[src/rtl/seven_segment_reader_pkg.sv]
// Shared types and constants for the seven-segment reader: FSM state encoding
// and the active-low segment patterns for hex digits 0..F.
package seven_segment_reader_pkg;

  typedef enum logic [1:0] {
    ST_IDLE,
    ST_SETTLE,
    ST_WAIT_RELEASE
  } state_t;

  // seg[6:0] = {g,f,e,d,c,b,a}, a lit segment reads as 0
  localparam logic [6:0] SEG_0     = 7'h40;
  localparam logic [6:0] SEG_1     = 7'h79;
  localparam logic [6:0] SEG_2     = 7'h24;
  localparam logic [6:0] SEG_3     = 7'h30;
  localparam logic [6:0] SEG_4     = 7'h19;
  localparam logic [6:0] SEG_5     = 7'h12;
  localparam logic [6:0] SEG_6     = 7'h02;
  localparam logic [6:0] SEG_7     = 7'h78;
  localparam logic [6:0] SEG_8     = 7'h00;
  localparam logic [6:0] SEG_9     = 7'h10;
  localparam logic [6:0] SEG_A     = 7'h08;
  localparam logic [6:0] SEG_B     = 7'h03;
  localparam logic [6:0] SEG_C     = 7'h46;
  localparam logic [6:0] SEG_D     = 7'h21;
  localparam logic [6:0] SEG_E     = 7'h06;
  localparam logic [6:0] SEG_F     = 7'h0E;
  localparam logic [6:0] SEG_BLANK = 7'h7F;

endpackage

[src/rtl/seven_segment_reader_seg_to_hex.sv]
// Combinational decoder from an active-low seven-segment pattern to a hex
// nibble; valid is low for any pattern that is not one of the 16 digits.
module seg_to_hex
  import seven_segment_reader_pkg::*;
(
  input  logic [6:0] seg,
  output logic [3:0] nibble,
  output logic       valid
);

  always_comb begin
    nibble = 4'h0;
    valid  = 1'b1;
    case (seg)
      SEG_0:   nibble = 4'h0;
      SEG_1:   nibble = 4'h1;
      SEG_2:   nibble = 4'h2;
      SEG_3:   nibble = 4'h3;
      SEG_4:   nibble = 4'h4;
      SEG_5:   nibble = 4'h5;
      SEG_6:   nibble = 4'h6;
      SEG_7:   nibble = 4'h7;
      SEG_8:   nibble = 4'h8;
      SEG_9:   nibble = 4'h9;
      SEG_A:   nibble = 4'hA;
      SEG_B:   nibble = 4'hB;
      SEG_C:   nibble = 4'hC;
      SEG_D:   nibble = 4'hD;
      SEG_E:   nibble = 4'hE;
      SEG_F:   nibble = 4'hF;
      default: valid  = 1'b0;
    endcase
  end

endmodule

[src/rtl/seven_segment_reader.sv]
// Debounces a strobed seven-segment digit stream, pairs digits into bytes
// (high nibble first) and holds each byte until a valid/ready handshake.
// Optional error counter output enabled by SEVEN_SEGMENT_READER_ERRCNT_EN.
module seven_segment_reader
  import seven_segment_reader_pkg::*;
#(
  parameter int unsigned STABLE_CYCLES = 4
) (
  input  logic       clk,
  input  logic       rst_n,
  input  logic       seg_a,
  input  logic       seg_b,
  input  logic       seg_c,
  input  logic       seg_d,
  input  logic       seg_e,
  input  logic       seg_f,
  input  logic       seg_g,
  input  logic       strobe,
  output logic [7:0] byte_data,
  output logic       byte_valid,
  input  logic       byte_ready,
  output logic       pat_err,
  output logic       overrun
`ifdef SEVEN_SEGMENT_READER_ERRCNT_EN
  ,
  output logic [7:0] err_count
`endif
);

  localparam logic [7:0] STABLE_LIMIT = 8'(STABLE_CYCLES);

  logic [6:0] seg;
  assign seg = {seg_g, seg_f, seg_e, seg_d, seg_c, seg_b, seg_a};

  state_t     state_reg;
  logic [7:0] cnt_reg;
  logic [6:0] ref_reg;
  logic       half_reg;
  logic [3:0] high_reg;

  logic [3:0] ref_nibble;
  logic       ref_valid;

  // Acceptance only fires while seg matches ref, so decoding ref is equivalent
  seg_to_hex u_seg_to_hex (
    .seg    (ref_reg),
    .nibble (ref_nibble),
    .valid  (ref_valid)
  );

  logic [7:0] cnt_inc;
  logic       accept;
  logic       byte_done;
  logic       handshake;
  logic       drop;

  assign cnt_inc   = (cnt_reg == 8'hFF) ? cnt_reg : cnt_reg + 8'd1;
  assign accept    = (state_reg == ST_SETTLE) && strobe && (seg == ref_reg) &&
                     (cnt_inc >= STABLE_LIMIT);
  assign byte_done = accept && ref_valid && half_reg;
  assign handshake = byte_valid && byte_ready;
  assign drop      = byte_done && byte_valid && !byte_ready;

  always_ff @(posedge clk or negedge rst_n) begin
    if (!rst_n) begin
      state_reg <= ST_IDLE;
      cnt_reg   <= 8'd0;
      ref_reg   <= SEG_BLANK;
    end else begin
      case (state_reg)
        ST_IDLE: begin
          if (strobe) begin
            ref_reg   <= seg;
            cnt_reg   <= 8'd1;
            state_reg <= ST_SETTLE;
          end
        end
        ST_SETTLE: begin
          if (!strobe) begin
            state_reg <= ST_IDLE;
          end else if (seg != ref_reg) begin
            ref_reg <= seg;
            cnt_reg <= 8'd1;
          end else begin
            cnt_reg <= cnt_inc;
            if (accept) state_reg <= ST_WAIT_RELEASE;
          end
        end
        ST_WAIT_RELEASE: begin
          if (!strobe) state_reg <= ST_IDLE;
        end
        default: state_reg <= ST_IDLE;
      endcase
    end
  end

  always_ff @(posedge clk or negedge rst_n) begin
    if (!rst_n) begin
      half_reg   <= 1'b0;
      high_reg   <= 4'h0;
      byte_data  <= 8'h00;
      byte_valid <= 1'b0;
      pat_err    <= 1'b0;
      overrun    <= 1'b0;
    end else begin
      pat_err <= accept && !ref_valid;
      if (accept) begin
        if (!ref_valid) begin
          half_reg <= 1'b0;
        end else if (!half_reg) begin
          high_reg <= ref_nibble;
          half_reg <= 1'b1;
        end else begin
          half_reg <= 1'b0;
        end
      end
      // A completed byte may replace the held one only if it is being taken now
      if (byte_done && (!byte_valid || byte_ready)) begin
        byte_data  <= {high_reg, ref_nibble};
        byte_valid <= 1'b1;
      end else if (handshake) begin
        byte_valid <= 1'b0;
      end
      if (drop) overrun <= 1'b1;
    end
  end

`ifdef SEVEN_SEGMENT_READER_ERRCNT_EN
  always_ff @(posedge clk or negedge rst_n) begin
    if (!rst_n) begin
      err_count <= 8'd0;
    end else if (((accept && !ref_valid) || drop) && (err_count != 8'hFF)) begin
      err_count <= err_count + 8'd1;
    end
  end
`endif

endmodule

[config.mk]
export PLATFORM = sky130hd
export DESIGN_NAME = seven_segment_reader
export DESIGN_NICKNAME = d
export VERILOG_FILES = /design/src/rtl/seven_segment_reader_pkg.sv /design/src/rtl/seven_segment_reader_seg_to_hex.sv /design/src/rtl/seven_segment_reader.sv
export SDC_FILE = /design/constraint.sdc
export NUM_CORES = 1
export LEC_CHECK = 0
export ABC_AREA = 1
export CORE_MARGIN = 8
export CORE_UTILIZATION = 59
export CTS_BUF_LIST = sky130_fd_sc_hd__clkbuf_2 sky130_fd_sc_hd__clkbuf_4 sky130_fd_sc_hd__clkbuf_8
export DETAILED_ROUTE_END_ITERATION = 6
export PLACE_DENSITY = 0.91
export SYNTH_ARGS = -nofsm -noshare
export SYNTH_HDL_FRONTEND = slang
export SYNTH_SLANG_ARGS = --single-unit
[constraint.sdc]
create_clock -name clk -period 2.06 [get_ports clk]
set_clock_uncertainty 0.15 [all_clocks]
set_input_delay 0.412 -clock clk [delete_from_list [all_inputs] [get_ports clk]]
set_output_delay 0.412 -clock clk [all_outputs]
set_load 0.01 [all_outputs]
# == Word-level counts from Yosys, hierarchy flattened ==
# Index checks and enable logic that the tools add are counted.
# totals
reg_bits,33
inputBits,11
output_inout_bits,11
elab_cells,82
# classes
addsub,1
n_lt_le_gt_ge,1
eq_ne,26
n_mux,21
n_bitwise,1
n_reduce_logical,23
# op_table
op,n
one-hot mux 4 bit (15 select lines),1
2-to-1 mux 8 bit,4
equality test 7 bit (second input constant),4
equality test 7 x 5 -> 1 bit (second input constant),3
equality test 7 x 6 -> 1 bit (second input constant),3
2-to-1 mux 7 bit,3
one-hot mux 8 bit (2 select lines),1
OR reduction 16 bit,1
equality test 7 x 2 -> 1 bit (second input constant),2
equality test 7 x 4 -> 1 bit (second input constant),2
one-hot mux 7 bit (2 select lines),1
logical AND 1 bit,10
2-to-1 mux 2 bit,5
adder 8 x 1 -> 8 bit (second input constant),1
equality test 8 bit (second input constant),1
>= comparator 8 x 3 -> 1 bit (second input constant),1
AND reduction 4 bit,2
equality test 7 x 3 -> 1 bit (second input constant),1
equality test 7 bit,1
logical NOT 7 bit,1
!= test 7 bit,1
!= test 2 bit (second input constant),3
!= test 3 bit (second input constant),2
one-hot mux 2 bit (3 select lines),1
other kinds (10),18

# == Depth between registers and ports, before layout ==
# logic_depth
word_depth,8
depth_mapped,12
ltp_nobuf,12

# == Hierarchy ==
# A second synthesis with hierarchy kept.
# hier_totals
cells_unflattened,280
hier_area_um2,2120.8
# by_module_without_submodules
mod,n_inst,cells_per_inst,area_each_um2,seq_area_each_um2
seven_segment_reader,1,207,1783.0,834.6
seg_to_hex,1,73,337.8,0.0

# == Worst setup path after synthesis ==
# No wires, ideal clock.
# synth_path
path_kind,reg-to-reg
from,register cnt_reg[0]
to,register half_reg
setup_time_ns,0.133
t_arrival_ns,1.585
required_ns,1.777
slack_ns,0.192
path_stages_with_launch,12
path_buffers,0
synth_period_minus_slack_ns,1.868
cell_sequence,dfrtp_1 > ha_1 > nand2_1 > nor2_2 > nand2_1 > nand3_2 > nor2_1 > nand2_1 > nor2_2 > nor2_2 > nand3_2 > o21ai_0
# synth_via
elab_chain_len,4
elab_cells_between_ends,5
classes_between,1 x add/sub; 1 x order compare; 1 x eq/ne; 1 x mux; 1 x reduce/logical
# synth_rtl
element,line,source
start: declaration,seven_segment_reader.sv:36,logic [7:0] cnt_reg;
start signal: assignment,seven_segment_reader.sv:85,cnt_reg <= cnt_inc;
adder 8 x 1 -> 8 bit / equality test 8 bit (equally long branches),seven_segment_reader.sv:57,assign cnt_inc = (cnt_reg == 8'hFF) ? cnt_reg : cnt_reg + 8'd1;
2-to-1 mux 8 bit *,seven_segment_reader.sv:57,
>= comparator 8 x 3 -> 1 bit *,seven_segment_reader.sv:59,(cnt_inc >= STABLE_LIMIT);
logical AND 1 bit *,seven_segment_reader.sv:58,assign accept = (state_reg == ST_SETTLE) && strobe && (seg == ref_reg) &&
end signal: assignment,seven_segment_reader.sv:99,half_reg <= 1'b0;
end signal: assignment,seven_segment_reader.sv:109,half_reg <= 1'b0;
end signal: assignment,seven_segment_reader.sv:112,half_reg <= 1'b1;
end: declaration,seven_segment_reader.sv:38,logic half_reg;
# Mark *: on every way between the ends. The rest lies on a longest branch, timed or not.
# A chain may end at the register's enable or synchronous reset.

# == Final worst setup path ==
# layout_path
from,register ref_reg[6]
to,register byte_data[7]
# layout_via
elab_chain_len,6
elab_cells_between_ends,24
classes_between,16 x eq/ne; 1 x mux; 7 x reduce/logical
# layout_rtl
element,line,source
start: declaration,seven_segment_reader.sv:37,logic [6:0] ref_reg;
start signal: assignment,seven_segment_reader.sv:73,ref_reg <= seg;
start signal: assignment,seven_segment_reader.sv:82,ref_reg <= seg;
equality test 7 bit (tied with other cells),seven_segment_reader_seg_to_hex.sv:14,case (seg)
OR reduction 16 bit (no source line) / logical AND 1 bit (equally long branches),n/a,
2-to-1 mux 1 bit / logical AND 1 bit (equally long branches),"seven_segment_reader_seg_to_hex.sv:14, seven_segment_reader.sv:58",
logical AND 1 bit * (2 in series),seven_segment_reader.sv:60,assign byte_done = accept && ref_valid && half_reg;
logical AND 1 bit *,seven_segment_reader.sv:118,if (byte_done && (!byte_valid || byte_ready)) begin
end signal: assignment,seven_segment_reader.sv:119,"byte_data <= {high_reg, ref_nibble};"
end: declaration,seven_segment_reader.sv:19,"output logic [7:0] byte_data,"
# Marked as above.

==> results.toml <==
[global_route]
grt_pass1_vias = 1965
gr-total-overflow = 0
grt_use_met2 = 0.350
use_met3 = 0.0434
grt_use_met1 = 0.214
grt_max_degree = 34
grt_use_total = 0.194
grt.busiest_layer = "met2"
grt_pass1_wl_mm = 8.45
antenna_found_initial = 0

[synthesis]
yosys_warnings = 0
yosysUniqueCellTypes = 34
syn_nets = 304
synthTopCellsByArea = "dfrtp_1 (31%), nand2_1 (20%), dfstp_2 (8.8%)"
synth_top_area_frac = 0.310
syn-cell-area_mm2 = 0.00210
syn_area_per_cell_um2 = 7.18
ys_ff_latch = 33
yosysSeqAreaShare = 0.398
syn_inst = 292
yosysTopAreaCell = "dfrtp_1"

[clock_tree]
clock_path_buffers = 2
cts_hold_buf = 0
clkLatencyLatePin_ns = 0.35
cts_tree = "done"
cts.sinks = 33
clk_pin_slew_worst_paths_ns = 0.12
cts-root-buf = "clkbuf_4"
htree_levels = 2
cts-buffers-inserted = 5

[setup_path]
endpoint_kind = "flip-flop"
worstPathRequired_ns = 2.16
cp-start-kind = "flip-flop"
worstSetupPathType = "reg -> reg"
crit_arrival_ns = 2.18
crit_fanout = 5

[drt]
wl_mm = 6.34
drt_iter0_drc = 264
wl_per_cell_um = 15.8
firstDrtPassIters = 5
drt-vias-per-instance = 5.82
num_vias = 2328
drtAntennaViolNets = 0
drcViolationCount = 0

[timing]
period_needed_ns = 2.08
relSlewSlack = 0.721
fin_ws_ns = -0.0231
finalHoldViolations = 0
fmax_ghz = 0.480
timing.final.crit_share = 1.01
tightestPinTransition_ns = 0.418
drv_slew = 0
setup_viol = 7
grt_setup_unrepaired = "yes"

[hold_path]
hold_path.class = "in -> async"

[final_layout]
fillCellCount = 196
nets = 365
post-route-util = 0.843
final_cells = 400
layout-drive-gt1-share = 0.302
area_delta_synth_final_pct = 35.3
final_cell_mix = "nand2_1 (96), buf_4 (33), inv_1 (25), dfrtp_1 (25), nor2_1 (23)"
antenna_cells = 0
final_cell_area_mm2 = 0.00284
layout_commonest_cell = "nand2_1"

[power]
power.leakage_nw = 1.47
ir_drop_mv = 0.366
powerDensity_mw_per_mm2 = 561

[place]
port_buffers = 21
place_inst = 378
gp_congestion = 0.916
hpwl_mm = 3.84
placed_area_mm2 = 0.00251

[floorplan]
dieHeight_um = 75.6
core_mm2 = 0.00336
start_util = 0.623
io_pins = 22
row_count = 21
dieWidth_um = 75.6
design.die.area_mm2 = 0.00572

[status]
status = "finished, violations left"
failed_checks = "negative setup slack"

[flow_run]
drv_cap = 0
==> worst paths after layout <==
check                                   from      endpoint  slack, ns  cells past startpoint
worst max-delay path              ref_reg[6]  byte_data[7]      -0.02                     11
worst min-delay path                   rst_n   high_reg[2]       0.30                      2
worst max register to register    ref_reg[6]  byte_data[7]      -0.02                     11
worst min register to register  byte_data[4]  byte_data[4]       0.33                      2
max in group asynchronous              rst_n    ref_reg[1]       1.13                      2
min in group clk                byte_data[4]  byte_data[4]       0.33                      2
==> worst max-delay path: stages, from the launching register on <==
cell and delay [ns]:
dfstp_2 0.60, inv_2 0.08, nand2_1 0.10, nor2_1 0.07, nand2_1 0.14, nand3_2 0.12, nor2_4 0.15, nand3_4 0.12
nand3_4 0.19, nor2_4 0.07, nand3_1 0.10, nand2_1 0.07
==> where the power goes <==
part           internal [mW]  switching [mW]
clock network          0.376           0.246
logic                  0.113           0.157
registers              0.675          0.0263
total                   1.16           0.428
==> cells by family (layout without fill, tap and decap cells) <==
family                     after synthesis  after routing  share of synthesized area
buffers and inverters                   35             96                     0.0645
DFF                                     33             33                      0.398
xor gates and xnor gates                 2              2                    0.00836
adders and majority gates                1              1                    0.00597
and+or+nand+nor                        198            199                      0.459
AOI/OAI and AO/OA                       23             23                     0.0639
==> through the flow <==
stage	hold WS, ns	total power, mW	setup TNS [ns]	setup slack (ns)
floorplan	-0.0336	0.838	0	0.192
global placement	0.296	0.923	-2.01	-0.181
CTS	0.305	1.53	0	0.0104
global route	0.313	1.65	-1.40	-0.125
finish	0.296	1.59	-0.0773	-0.0231
detailed placement	0.297	0.930	-3.28	-0.264
==> final cells by class <==
type | count | area, um^2 | area share
multi-input cells | 225 | 1250 | 0.441
well taps | 46 | 57.6 | 0.0203
inverters | 34 | 130 | 0.0459
clock buffers | 5 | 37.5 | 0.0132
repair buffers | 54 | 458 | 0.162
flip-flops and latches | 33 | 836 | 0.295
clock inverters | 3 | 65.1 | 0.0229
==> repair_timing <==
item	CTS	global route
endpoints found under the setup margin	1	15
setup buffers	0	13
gates resized for setup	1	36
pin swaps	0	20
cloned	0	1
hold endpoints to repair	0	0
==> per-layer routing <==
layer,vias up,part of all wire
li1,1059,-
met1,1075,0.38
met2,155,0.50
met3,39,0.079
met4,0,0.041
met5,-,0
==> synth_stat cells, drive strengths merged <==
cell    count
a22o        1
dfstp       7
a21oi       3
a31o        1
nor3        4
buf         1
a32oi       1
o22ai       1
nor2       44
nand4      11
clkinv      1
o21ai      13
o21bai      1
nand3      26
a31oi       1
xnor2       2
a21boi      1
and2        1
inv        33
nand2     112
ha          1
dfrtp      26
No activity file was read; power rests on OpenSTA's default activity.
